--- src/rtl/mem_access_unit.sv ---
// mem_access_unit: MEM-stage load/store front end for a word-only data memory.
// Adds byte/halfword loads with sign or zero extension, alignment checking,
// and sub-word stores to RAM as a two-cycle read-modify-write.
//
// Handshake: there is no valid/ready pair on the request side. A request is
// presented while req_load/req_store is high and is consumed at the next edge
// unless stall is high, in which case the pipeline holds it for another cycle.
// mem_wait from the memory side forces stall and suppresses every access.
module mem_access_unit #(
   parameter logic [31:0] RAM_LIMIT = 32'h0000_0400
) (
   input  logic        clk,
   input  logic        reset,
   input  logic        req_load,
   input  logic        req_store,
   input  logic [1:0]  req_size,
   input  logic        req_unsigned,
   input  logic [31:0] req_addr,
   input  logic [31:0] req_wdata,
   output logic        stall,
   output logic        ld_valid,
   output logic [31:0] ld_data,
   output logic        exc_align,
   output logic [31:0] exc_addr,
   output logic        mem_rd,
   output logic        mem_wr,
   output logic [31:0] mem_addr,
   output logic [31:0] mem_wdata,
   input  logic [31:0] mem_rdata,
   input  logic        mem_wait
);

   typedef enum logic {
      IDLE   = 1'b0,
      RMW_WR = 1'b1
   } state_t;

   state_t      state;
   state_t      state_next;
   logic [31:0] merge_q;
   logic [31:0] merge_next;
   logic [31:0] addr_q;
   logic [31:0] addr_next;

   logic        has_req;
   logic        illegal;
   logic [7:0]  byte_sel;
   logic [15:0] half_sel;
   logic [31:0] load_ext;
   logic [31:0] merged;

   // Decode request legality; sub-word stores outside RAM cannot do RMW.
   always_comb begin
      has_req = req_load | req_store;
      illegal = 1'b0;
      if (has_req) begin
         if (req_size == 2'b11)                              illegal = 1'b1;
         if (req_size == 2'b01 && req_addr[0])               illegal = 1'b1;
         if (req_size == 2'b10 && req_addr[1:0] != 2'b00)    illegal = 1'b1;
         if (req_load && req_store)                          illegal = 1'b1;
         if (req_store && !req_size[1] && req_addr >= RAM_LIMIT) illegal = 1'b1;
      end
   end

   // Select the addressed little-endian lane and extend it for loads.
   always_comb begin
      byte_sel = mem_rdata[{req_addr[1:0], 3'b000} +: 8];
      half_sel = req_addr[1] ? mem_rdata[31:16] : mem_rdata[15:0];
      case (req_size)
         2'b00:   load_ext = req_unsigned ? {24'h0, byte_sel} : {{24{byte_sel[7]}}, byte_sel};
         2'b01:   load_ext = req_unsigned ? {16'h0, half_sel} : {{16{half_sel[15]}}, half_sel};
         default: load_ext = mem_rdata;
      endcase
   end

   // Build the RMW word: current memory word with the addressed lane replaced.
   always_comb begin
      merged = mem_rdata;
      if (req_size == 2'b00) begin
         merged[{req_addr[1:0], 3'b000} +: 8] = req_wdata[7:0];
      end else begin
         merged[{req_addr[1], 4'b0000} +: 16] = req_wdata[15:0];
      end
   end

   // Next-state and output decode; reset and mem_wait force quiet outputs.
   always_comb begin
      state_next = state;
      merge_next = merge_q;
      addr_next  = addr_q;
      stall      = 1'b0;
      ld_valid   = 1'b0;
      ld_data    = 32'h0;
      exc_align  = 1'b0;
      mem_rd     = 1'b0;
      mem_wr     = 1'b0;
      mem_addr   = {req_addr[31:2], 2'b00};
      mem_wdata  = 32'h0;
      if (reset) begin
         // Outputs stay idle so a pending RMW write is dropped.
      end else if (mem_wait) begin
         stall = 1'b1;
         if (state == RMW_WR) begin
            mem_addr = {addr_q[31:2], 2'b00};
         end
      end else begin
         case (state)
            IDLE: begin
               if (illegal) begin
                  exc_align = 1'b1;
               end else if (req_load) begin
                  mem_rd   = 1'b1;
                  ld_valid = 1'b1;
                  ld_data  = load_ext;
               end else if (req_store) begin
                  if (req_size == 2'b10) begin
                     mem_wr    = 1'b1;
                     mem_wdata = req_wdata;
                  end else begin
                     mem_rd     = 1'b1;
                     stall      = 1'b1;
                     merge_next = merged;
                     addr_next  = req_addr;
                     state_next = RMW_WR;
                  end
               end
            end
            default: begin
               mem_wr     = 1'b1;
               mem_addr   = {addr_q[31:2], 2'b00};
               mem_wdata  = merge_q;
               state_next = IDLE;
            end
         endcase
      end
   end

   // State, RMW holding registers and the faulting-address capture.
   always_ff @(posedge clk) begin
      if (reset) begin
         state    <= IDLE;
         merge_q  <= 32'h0;
         addr_q   <= 32'h0;
         exc_addr <= 32'h0;
      end else begin
         state   <= state_next;
         merge_q <= merge_next;
         addr_q  <= addr_next;
         if (exc_align) begin
            exc_addr <= req_addr;
         end
      end
   end

endmodule

--- config.mk ---
export PLATFORM = sky130hd
export DESIGN_NAME = mem_access_unit
export DESIGN_NICKNAME = d
export VERILOG_FILES = /design/src/rtl/mem_access_unit.sv
export SDC_FILE = /design/constraint.sdc
export NUM_CORES = 1
export LEC_CHECK = 0
export ABC_AREA = 1
export CORE_UTILIZATION = 48
export CTS_BUF_LIST = sky130_fd_sc_hd__clkbuf_4
export DETAILED_ROUTE_END_ITERATION = 12
export MAX_ROUTING_LAYER = met4
export PLACE_DENSITY_LB_ADDON = 0.08
export RECOVER_POWER = 25
export SLEW_MARGIN = 20
export SYNTH_ARGS = -nofsm -noshare
export SYNTH_HDL_FRONTEND = slang
export SYNTH_SLANG_ARGS = --single-unit
--- constraint.sdc ---
create_clock -name clk -period 3.9 [get_ports clk]
set_clock_uncertainty 0.1 [all_clocks]
set_input_delay 0.78 -clock clk [delete_from_list [all_inputs] [get_ports clk]]
set_output_delay 0.78 -clock clk [all_outputs]
set_load 0.005 [all_outputs]
==> impl_metrics.xml <==
<?xml version="1.0" encoding="UTF-8"?>
<metrics>
  <group name="run_status">
    <metric name="outcome" unit="">finished, final reports clean</metric>
  </group>
  <group name="yosys">
    <metric name="postSynthAreaPerCell" unit="sq um">5.70</metric>
    <metric name="synth_top_cell_area_share" unit="%">27.5</metric>
    <metric name="synthCells" unit="">1211</metric>
    <metric name="synthXorXnorAreaFrac" unit="%">0</metric>
    <metric name="seq_total_area_yosys" unit="%">27.5</metric>
    <metric name="synthSimpleGateAreaFrac" unit="%">41.3</metric>
    <metric name="synth.ff_latch_count" unit="">95</metric>
    <metric name="yosys.cell_types.count" unit="">34</metric>
    <metric name="post-synth-top-count-cell" unit="">nand2_1</metric>
    <metric name="synth_adder_area_share" unit="%">0.725</metric>
    <metric name="ys_dominant_reg_cell" unit="">dfxtp_1</metric>
    <metric name="muxShareOfSynthArea" unit="%">0.145</metric>
    <metric name="synth_compound_area_share" unit="%">15.4</metric>
    <metric name="synthesis.area" unit="sq um">6910</metric>
    <metric name="synth_top_family_by_area" unit="">simple AND/OR/NAND/NOR gates</metric>
    <metric name="area_leader_netlist" unit="">dfxtp_1</metric>
    <metric name="ys_top_cells_by_area" unit="">dfxtp_1 (28%), nand2_1 (20%), inv_1 (8.3%), a21oi_1 (7.8%), nor2_1 (6.4%)</metric>
    <metric name="synth_warnings" unit="">0</metric>
    <metric name="async_reset_ff_share" unit="%">0</metric>
    <metric name="synth_enable_flop_cells" unit="">0</metric>
    <metric name="synthTopCellsByCount" unit="">nand2_1 (377), inv_1 (152), nor2_1 (117), a21oi_1 (108), dfxtp_1 (95)</metric>
  </group>
  <group name="cts">
    <metric name="worst_path_clk_slew" unit="ps">140</metric>
    <metric name="cts.htree.levels" unit="">3</metric>
    <metric name="cts_tree" unit="">yes</metric>
    <metric name="cts-hold-fix-buffers" unit="">0</metric>
    <metric name="numCtsBuffers" unit="">9</metric>
    <metric name="clock_tree.buffer_depth" unit="">2</metric>
    <metric name="clockRootBuffer" unit="">clkbuf_4</metric>
    <metric name="cts_num_sinks" unit="">95</metric>
    <metric name="clk_latency" unit="ps">480</metric>
  </group>
  <group name="placement">
    <metric name="routabilityCongestion" unit="">0.954</metric>
    <metric name="place.detailed.hpwl" unit="microns">18500</metric>
    <metric name="place_ws" unit="ps">-50.3</metric>
    <metric name="post-place-cells" unit="">1596</metric>
    <metric name="port_buffers" unit="">234</metric>
  </group>
  <group name="critical_path">
    <metric name="worstReg2RegStart" unit="">state</metric>
    <metric name="capture_point_of_the_worst_reg_to_reg_path" unit="">exc_addr[4]</metric>
    <metric name="critPathLaunchType" unit="">input pin</metric>
    <metric name="cp-startpoint" unit="">req_addr[1]</metric>
    <metric name="crit_fanout" unit="">33</metric>
    <metric name="crit_arrival" unit="ps">2960</metric>
    <metric name="critPathRequiredTime" unit="ps">3020</metric>
    <metric name="rr_worst_depth" unit="">5</metric>
    <metric name="critPathKind" unit="">in2out</metric>
    <metric name="setup.reg_to_reg.worst_slack" unit="ps">1370</metric>
    <metric name="endpoint_kind" unit="">output port</metric>
  </group>
  <group name="power_and_ir_drop">
    <metric name="share_comb_of_total_power" unit="%">31.3</metric>
    <metric name="power.switching" unit="mW">0.791</metric>
    <metric name="p_leak" unit="nW">4.66</metric>
    <metric name="cell_internal_pwr" unit="mW">1.54</metric>
    <metric name="power.sequential.fraction" unit="%">43.5</metric>
    <metric name="clock_power_share" unit="%">25.2</metric>
    <metric name="worst_ir_drop_vdd" unit="mV">0.139</metric>
    <metric name="power_per_cell_area" unit="nW/um^2">234</metric>
    <metric name="switching_share" unit="%">34.0</metric>
  </group>
  <group name="sta">
    <metric name="min_period" unit="ps">3840</metric>
    <metric name="max-slew-margin-rel" unit="%">2.09</metric>
    <metric name="layout_worst_path_cycle_share" unit="%">98.5</metric>
    <metric name="setup_viol_count_final" unit="">0</metric>
    <metric name="timing.final.ws_setup" unit="ps">60.1</metric>
    <metric name="setup_repair_after_global_routing_missed_its_margin" unit="">true</metric>
    <metric name="maxSlewViolCount" unit="">0</metric>
    <metric name="max_freq" unit="GHz">0.260</metric>
    <metric name="finalSetupTns" unit="ps">0</metric>
    <metric name="timing_hold_violations_final" unit="">0</metric>
    <metric name="worst_pin_slew" unit="ps">1470</metric>
  </group>
  <group name="die">
    <metric name="rows" unit="">43</metric>
    <metric name="core_area" unit="sq um">13900</metric>
    <metric name="fp.dieArea" unit="sq um">14900</metric>
    <metric name="die_height" unit="microns">122</metric>
    <metric name="top_level_ports" unit="">237</metric>
    <metric name="die_x" unit="microns">122</metric>
    <metric name="floorplan.initialDensity" unit="%">49.6</metric>
  </group>
  <group name="global_route">
    <metric name="gr-total-overflow" unit="">0</metric>
    <metric name="vias_in_the_first_global_route" unit="">7707</metric>
    <metric name="grt_first_pass_wirelength" unit="microns">38200</metric>
    <metric name="antenna_found_initial" unit="">1</metric>
    <metric name="grt_util_all_layers" unit="%">33.7</metric>
    <metric name="largest_net_degree_at_the_start_of_global_routing" unit="">62</metric>
  </group>
  <group name="hold_path">
    <metric name="holdPathStages" unit="">2</metric>
    <metric name="hp-start" unit="">addr_q[27]</metric>
    <metric name="hold_path_end" unit="">addr_q[27]</metric>
    <metric name="holdCritPathClass" unit="">reg2reg</metric>
  </group>
  <group name="route">
    <metric name="drtPass1Iterations" unit="">5</metric>
    <metric name="via_count" unit="">8574</metric>
    <metric name="routed_via_density" unit="">5.30</metric>
    <metric name="drt_first_iter_violations" unit="">736</metric>
    <metric name="wl_per_cell" unit="microns">15.3</metric>
    <metric name="detail_route.wirelength" unit="microns">24800</metric>
    <metric name="route.antenna.remaining_nets" unit="">0</metric>
    <metric name="remaining_drc_errors" unit="">0</metric>
  </group>
  <group name="cells_and_area">
    <metric name="final_cell_count_no_fill" unit="">1618</metric>
    <metric name="fillerInstances" unit="">1273</metric>
    <metric name="flow.area_growth_from_synthesis" unit="%">43.9</metric>
    <metric name="design.final.nets" unit="">1540</metric>
    <metric name="drive_above_1_share" unit="%">8.49</metric>
    <metric name="share_of_the_core_filled_with_cells_in_the_final_layout" unit="%">71.3</metric>
  </group>
  <group name="flow_run">
    <metric name="drv.max_cap_violation_count" unit="">0</metric>
  </group>
</metrics>
[how the worst max path moves through the flow]
| stage | end | depth (start not counted) |
|---|---|---|
| after floorplan | mem_wdata[18] | 14 |
| after global placement | mem_wdata[21] | 11 |
| after detailed placement | mem_wdata[7] | 11 |
| after CTS | mem_wdata[7] | 11 |
| after global routing | ld_data[20] | 9 |
| final | ld_data[20] | 9 |
[area by class of cell]
class                      instances  area [sq um]  share of cell area [%]
multi-input combinational        863          4050                    40.7
timing repair buffer             300          3000                    30.1
sequential                        95          1900                    19.1
inverter                         163           613                    6.17
tap                              180           225                    2.27
clock inverter                     7          86.3                   0.868
clock buffer                       9          67.6                   0.680
antenna                            1          2.50                  0.0252
[cell usage in the layout (no fill, tap or decap), types with 2 or more instances in the layout]
master,count
clkdlybuf4s50_1,176
buf_12,6
o22ai_1,16
a21oi_1,106
dfxtp_1,94
inv_1,152
inv_8,2
a21oi_2,2
nand2_2,4
nor2_2,5
nor3_2,13
nand3_1,41
ha_1,3
a221oi_1,8
clkbuf_4,9
inv_6,2
nand4_1,50
o21ai_1,3
nor3_1,35
nor2_1,114
a31oi_1,7
buf_4,54
nand2_1,373
conb_1,2
buf_6,4
dlygate4sd3_1,32
nand3b_1,16
dlymetal6s2s_1,24
o21ai_0,54
nand3_2,2
clkinv_1,4
inv_2,6
[cells by family (layout without fill, tap and decap cells)]
kind of cell | count (synthesis) | after routing
buffers and inverters | 254 | 479
and+or+nand+nor | 657 | 657
DFF | 95 | 95
muxes | 1 | 1
other | 1 | 3
AOI/OAI and AO/OA | 199 | 199
adders and majority gates | 4 | 4
[routing by layer]
| metal | part of all wire, % | wire [microns] | global-route usage, % | up-vias |
|---|---|---|---|---|
| li1 | - | - | - | 4307 |
| met1 | 41 | 10200 | 39.4 | 3870 |
| met2 | 49 | 12200 | 57.9 | 339 |
| met3 | 6.6 | 1650 | 4.96 | 58 |
| met4 | 3.2 | 798 | 13.3 | 0 |
| met5 | 0 | 0 | - | - |
[through the flow]
stage	hold slack (ps)	cell area [sq um]	total power [mW]
2_1_floorplan	319	6910	1.39
3_3_place_gp	326	9610	1.73
3_5_place_dp	330	9610	1.74
4_1_cts	350	9770	2.32
5_1_grt	362	9940	2.45
6_report	347	9940	2.33
[worst max-delay path: stages]
cell and delay, ps:
clkdlybuf4s50_1 450, inv_2 120, ha_2 200, clkinv_2 100
a21oi_4 160, nand4_1 170, buf_12 220, nor3_1 230
clkdlybuf4s50_1 540
[what timing repair did]
item / CTS / global route
endpoints found under the setup margin: 33 / 56
setup buffers: 0 / 4
gates cloned: 0 / 1
gates resized for setup: 4 / 40
pin swaps: 0 / 1
endpoints found under the hold margin: 0 / 0
[power groups by stage]
stage | Sequential [mW] | Combinational [mW] | Clock, mW
3_5_place_dp | 1.03 | 0.707 | 0
4_1_cts | 1.01 | 0.710 | 0.596
5_1_grt | 1.02 | 0.795 | 0.641
6_report | 1.01 | 0.728 | 0.586
3_3_place_gp | 1.03 | 0.701 | 0
2_1_floorplan | 1.03 | 0.357 | 0
[sequential cells by signal, summed over array words and instances, names as in the netlist]
register	cells
state	1
addr_q	30
exc_addr	32
merge_q	32
Power figures use the tool's default switching activity.
